File: config.mk
export PLATFORM = sky130hd
export DESIGN_NAME = led_event_blinker
export DESIGN_NICKNAME = d
export VERILOG_FILES = /design/src/rtl/board_io_pkg.sv /design/src/rtl/blink_timer.sv /design/src/rtl/led_event_blinker.sv
export SDC_FILE = /design/constraint.sdc
export NUM_CORES = 1
export LEC_CHECK = 0
export ABC_AREA = 1
export BUFFER_PORTS_ARGS = -buffer_cell sky130_fd_sc_hd__buf_4
export CORE_MARGIN = 5
export CORE_UTILIZATION = 50
export CTS_CLUSTER_DIAMETER = 30
export DETAILED_ROUTE_END_ITERATION = 16
export PLACE_DENSITY = 0.7
export SYNTH_ARGS = -nofsm -noshare
export SYNTH_HDL_FRONTEND = slang
export SYNTH_SLANG_ARGS = --single-unit
File: constraint.sdc
create_clock -name clk -period 2.1 [get_ports clk]
set_clock_uncertainty 0.05 [all_clocks]
set_input_delay 0.105 -clock clk [delete_from_list [all_inputs] [get_ports clk]]
set_output_delay 0.105 -clock clk [all_outputs]
set_load 0.01 [all_outputs]
File: src/rtl/board_io_pkg.sv
// board_io_pkg
// Shared types and helpers for the board output-side blocks (LED blinker,
// and later buzzer / seven-segment strobe logic).
//   blink_state_t : IDLE / ON / OFF states of a blink sequencer
//   timer_width() : width of a down-counter able to hold max(on, off)
package board_io_pkg;

   typedef enum logic [1:0] {
      IDLE = 2'd0,
      ON   = 2'd1,
      OFF  = 2'd2
   } blink_state_t;

   // Width needed to hold the larger of the two phase lengths.
   function automatic int timer_width(input int on_cycles, input int off_cycles);
      int max_cycles;
      max_cycles = (on_cycles > off_cycles) ? on_cycles : off_cycles;
      return $clog2(max_cycles + 1);
   endfunction

endpackage

File: src/rtl/blink_timer.sv
// blink_timer
// Loadable down-counter. A load takes priority over counting; while enabled
// the count decrements and then holds at zero.
// Ports:
//   clk, rst_n  : clock, asynchronous active-low reset (count -> 0)
//   load        : load load_value on the next rising edge
//   load_value  : value to load
//   enable      : decrement when non-zero
//   done        : high while the count is zero
module blink_timer #(
   parameter int W = 4
) (
   input  logic         clk,
   input  logic         rst_n,
   input  logic         load,
   input  logic [W-1:0] load_value,
   input  logic         enable,
   output logic         done
);

   logic [W-1:0] count;

   always_ff @(posedge clk or negedge rst_n) begin
      if (!rst_n) begin
         count <= '0;
      end else if (load) begin
         count <= load_value;
      end else if (enable && (count != '0)) begin
         count <= count - W'(1);
      end
   end

   assign done = (count == '0);

endmodule

File: src/rtl/led_event_blinker.sv
// led_event_blinker
// Turns one-cycle event pulses into visible LED blinks, one blink per event.
// Events arriving mid-blink are queued in a saturating counter and replayed.
// Ports:
//   clk, rst_n      : clock, asynchronous active-low reset
//   event_pulse     : one blink request per cycle asserted
//   clear_overflow  : clears the sticky overflow flag (a same-cycle drop wins)
//   led             : registered LED drive, high = lit
//   busy            : high whenever a blink sequence is in progress
//   pending         : queued blinks not yet started
//   overflow        : sticky, set when an event is dropped at saturation
module led_event_blinker
   import board_io_pkg::*;
#(
   parameter int ON_CYCLES  = 2500000,
   parameter int OFF_CYCLES = 2500000,
   parameter int PEND_W     = 4
) (
   input  logic              clk,
   input  logic              rst_n,
   input  logic              event_pulse,
   input  logic              clear_overflow,
   output logic              led,
   output logic              busy,
   output logic [PEND_W-1:0] pending,
   output logic              overflow
);

   localparam int TW = timer_width(ON_CYCLES, OFF_CYCLES);
   localparam logic [TW-1:0]     ON_LOAD  = TW'(ON_CYCLES - 1);
   localparam logic [TW-1:0]     OFF_LOAD = TW'(OFF_CYCLES - 1);
   localparam logic [PEND_W-1:0] PEND_MAX = '1;

   blink_state_t  state;
   logic          timer_load;
   logic [TW-1:0] timer_value;
   logic          timer_done;
   logic          off_done;
   logic          pend_nz;
   logic          inc;
   logic          dec;
   logic          drop;

   blink_timer #(
      .W (TW)
   ) u_timer (
      .clk        (clk),
      .rst_n      (rst_n),
      .load       (timer_load),
      .load_value (timer_value),
      .enable     (state != IDLE),
      .done       (timer_done)
   );

   always_comb begin
      off_done    = (state == OFF) && timer_done;
      pend_nz     = (pending != '0);
      timer_load  = 1'b0;
      timer_value = ON_LOAD;
      case (state)
         IDLE: if (event_pulse) begin
            timer_load  = 1'b1;
            timer_value = ON_LOAD;
         end
         ON: if (timer_done) begin
            timer_load  = 1'b1;
            timer_value = OFF_LOAD;
         end
         OFF: if (timer_done && (pend_nz || event_pulse)) begin
            timer_load  = 1'b1;
            timer_value = ON_LOAD;
         end
         default: ;
      endcase
      // An event at the end of OFF with nothing queued starts the next blink
      // itself and is never counted; with something queued it cancels the
      // consume, leaving pending unchanged.
      inc  = event_pulse && (state != IDLE) && !(off_done && !pend_nz);
      dec  = off_done && pend_nz;
      drop = inc && !dec && (pending == PEND_MAX);
   end

   always_ff @(posedge clk or negedge rst_n) begin
      if (!rst_n) begin
         state    <= IDLE;
         led      <= 1'b0;
         busy     <= 1'b0;
         pending  <= '0;
         overflow <= 1'b0;
      end else begin
         case (state)
            IDLE: if (event_pulse) begin
               state <= ON;
               led   <= 1'b1;
               busy  <= 1'b1;
            end
            ON: if (timer_done) begin
               state <= OFF;
               led   <= 1'b0;
            end
            OFF: if (timer_done) begin
               if (pend_nz || event_pulse) begin
                  state <= ON;
                  led   <= 1'b1;
               end else begin
                  state <= IDLE;
                  busy  <= 1'b0;
               end
            end
            default: begin
               state <= IDLE;
               led   <= 1'b0;
               busy  <= 1'b0;
            end
         endcase

         if (inc && !dec && !drop) begin
            pending <= pending + PEND_W'(1);
         end else if (dec && !inc) begin
            pending <= pending - PEND_W'(1);
         end

         if (drop) begin
            overflow <= 1'b1;
         end else if (clear_overflow) begin
            overflow <= 1'b0;
         end
      end
   end

endmodule

==> flow_metrics.py <==
metrics = {
    "clock_network": {
        "cts.sinks": 31,
        "clk_latency_ps": 290,
        "cts_buffers": 5,
        "clk_path_buf_depth": 2,
        "root_buffer": "clkbuf_8",
        "clk_pin_slew_ps": 60,
        "cts_htree_levels": 2,
        "cts_tree": "yes",
    },
    "floorplanning": {
        "initial_core_util": 0.5068,
        "row_count": 23,
        "core_mm2": 0.003943,
        "die_area_mm2": 0.005360,
        "pin_count": 11,
        "die_w_um": 73.22,
        "die_h_um": 73.22,
    },
    "power": {
        "power_leakage_nw": 1.107,
        "ir_drop_mv": 0.6902,
        "pwr-share-comb": 0.253,
        "p_int_mw": 1.150,
        "power_density_mw_per_mm2": 681.2,
        "clockPowerShare": 0.318,
        "p_sw_frac": 0.3108,
        "seqPwrFrac": 0.429,
        "p_switching_uw": 518.4,
    },
    "critical_path": {
        "crit_top_cell": "nand2_1",
        "path_max_fanout": 4,
        "reg2reg_slack_ps": 50,
        "crit_type": "reg -> reg",
        "crit_required_ps": 2240,
        "cp-start-kind": "register",
        "path_cells": "nor2_2, nand2_2, nor2_4, nand4_1, nand3_2, ha_4, nand2_2, nand2_2, a31oi_4, nand2_1, nand2_1, nand2_1, nand2_1, inv_1",
        "crit_path_end_kind": "register",
        "cp.arrival_ps": 2180,
        "slowest_delay_ps": 410,
        "cpMaxStageDelayCell": "dfrtp_1",
    },
    "global_routing": {
        "grt_pass1_wl_mm": 7.458,
        "gr-usage-all-layers": 0.1824,
        "overflow": 0,
        "grt_max_degree": 32,
        "antenna_found_initial": 0,
        "grt_pass1_vias": 1572,
    },
    "placement": {
        "dp_hpwl_mm": 3.168,
        "place_congestion": 0.8672,
        "io_buffers": 10,
        "place_ws_ps": -1.048,
        "placed_cells": 334,
    },
    "sta": {
        "hold_viol": 0,
        "worstMarginPinSlew_ps": 448.5,
        "timing.final.crit_share": 0.9741,
        "finalSetupViolations": 0,
        "finalCriticalPeriod_ps": 2046,
        "drv_slew": 0,
        "slew_headroom": 0.6987,
        "rsz0062_at_grt": "yes",
        "clock.fmax_mhz": 488.9,
        "finalWorstSetupSlack_ps": 54.42,
        "holdWs_ps": 91.08,
    },
    "synth": {
        "yosys.cell_count.top_type": "nand2_1",
        "syn-num-nets": 275,
        "synth_edf_count": 0,
        "synthCells": 266,
        "synth_area_leader_cell": "dfrtp_1",
        "synth_cell_types": 31,
        "synth-seq-area-share": 0.3882,
        "synthTopCellsByArea": "dfrtp_1, nand2_1, nand3_1",
        "synth_top_area_share": 0.3882,
        "synth_area_per_cell_um2": 7.512,
        "synth_ff_type": "dfrtp_1",
        "synth.top_cells.by_count": "nand2_1, nor2_1, dfrtp_1, nand3_1, inv_1",
        "synthArstFlopShare": 1.000,
        "yosysWarnings": 0,
        "syn_area_mm2": 0.001998,
        "ys_ff_latch": 31,
    },
    "final_layout": {
        "insertedDiodeCount": 0,
        "nNetsFinal": 311,
        "fin_cells": 353,
        "layout-drive-gt1-share": 0.2409,
        "area_growth_pct": 22.54,
    },
    "flow_run": {
        "cap_viol_max_count": 0,
    },
    "detailed_routing": {
        "routed_wl_mm": 4.482,
        "drc": 0,
        "first_iter_violations": 177,
        "dr.pass1.iters": 4,
        "vias": 1811,
        "via_per_inst": 5.130,
        "ant_nets": 0,
        "avgRoutedWirePerCell_um": 12.70,
    },
    "min_path": {
        "hold_class": "in -> reg",
    },
    "outcome": {
        "outcome": "finished clean",
    },
}
[layer usage]
layer / vias to the layer above / GRT usage / wire length [um]
met3: 5 / 0.04545 / 187
li1: 939 / - / -
met5: - / 0 / 0
met4: 0 / 0.06762 / 76
met2: 31 / 0.2671 / 1975
met1: 836 / 0.2584 / 2241
[power groups by stage]
| stage | Sequential [mW] | Combinational (mW) | Clock [mW] |
|---|---|---|---|
| finish | 0.716 | 0.423 | 0.530 |
| global placement | 0.720 | 0.346 | 0 |
| global route | 0.726 | 0.480 | 0.574 |
| floorplan | 0.732 | 0.205 | 0 |
| CTS | 0.712 | 0.365 | 0.545 |
| detailed placement | 0.724 | 0.354 | 0 |
[worst max-delay path: cells and delay by family (launching register included)]
family          cells  cell delay [ps]
flops               1              410
fa+ha+maj           1              240
simple gates       11             1060
buf+inv             1               30
compound gates      1              140
[cell families (layout without fill, tap and decap cells)]
group | Yosys count | in the layout | synth area share
compound gates | 28 | 28 | 0.07765
fa+ha+maj | 5 | 5 | 0.03507
buf+inv | 35 | 72 | 0.07514
xor+xnor | 5 | 5 | 0.02192
simple gates | 162 | 162 | 0.4020
flops | 31 | 31 | 0.3882
[sequential cells by signal, indices dropped and copies added (netlist names)]
signal,cells
led,1
overflow,1
u_timer.count,22
busy,1
state,2
pending,4
[placed cells by master, fill, tap and decap left out, types with 4 or more instances in the layout]
cell,Yosys,layout
inv_1,30,28
or2_1,4,4
nor2_4,4,4
dfrtp_1,31,30
nor3_1,5,5
nand4_1,10,10
o21ai_1,9,9
buf_4,0,29
nor2_2,5,8
nand2_2,4,8
a21oi_1,6,6
nand2_1,58,54
o21ai_0,6,6
nand3_1,31,30
nor2_1,35,32
clkbuf_8,0,7
[cell type report]
cell class / instances / area (um2)
clock buffers: 8 / 100.1
fillers: 349 / 1494
inverters: 32 / 122.6
multi-input cells: 200 / 1137
flip-flops and latches: 31 / 777.0
well taps: 50 / 62.56
repair buffers: 32 / 249.0
[worst paths after layout]
check | start | to | cells after the start
worst max-delay path | u_timer.count[5]$_DFFE_PN0P_ | pending[3]$_DFFE_PN0P_ | 14
min in group asynchronous | rst_n | u_timer.count[11]$_DFFE_PN0P_ | 2
worst min-delay path | event_pulse | busy$_DFFE_PN0P_ | 3
worst max register to register | u_timer.count[5]$_DFFE_PN0P_ | pending[3]$_DFFE_PN0P_ | 14
max in group asynchronous | rst_n | u_timer.count[8]$_DFFE_PN0P_ | 2
worst min register to register | led$_DFFE_PN0P_ | led$_DFFE_PN0P_ | 2
[what timing repair did]
item,4_1_cts,5_1_grt
endpoints found under the setup margin,1,3
endpoints found under the hold margin,32,0
resized for setup,2,14
pin swaps,1,12
buffers inserted,1,9
gates cloned,0,0
hold buffers,2,0
[through the flow]
stage	area [um2]	total power, mW	utilization	TNS (ps)
finish	2449	1.668	0.6211	0
global route	2449	1.779	0.6211	-96.83
CTS	2338	1.622	0.5931	0
detailed placement	2208	1.078	0.5601	-1.048
global placement	2208	1.067	0.5601	0
floorplan	2016	0.9365	-	0
No activity file was read; power rests on OpenSTA's default activity.
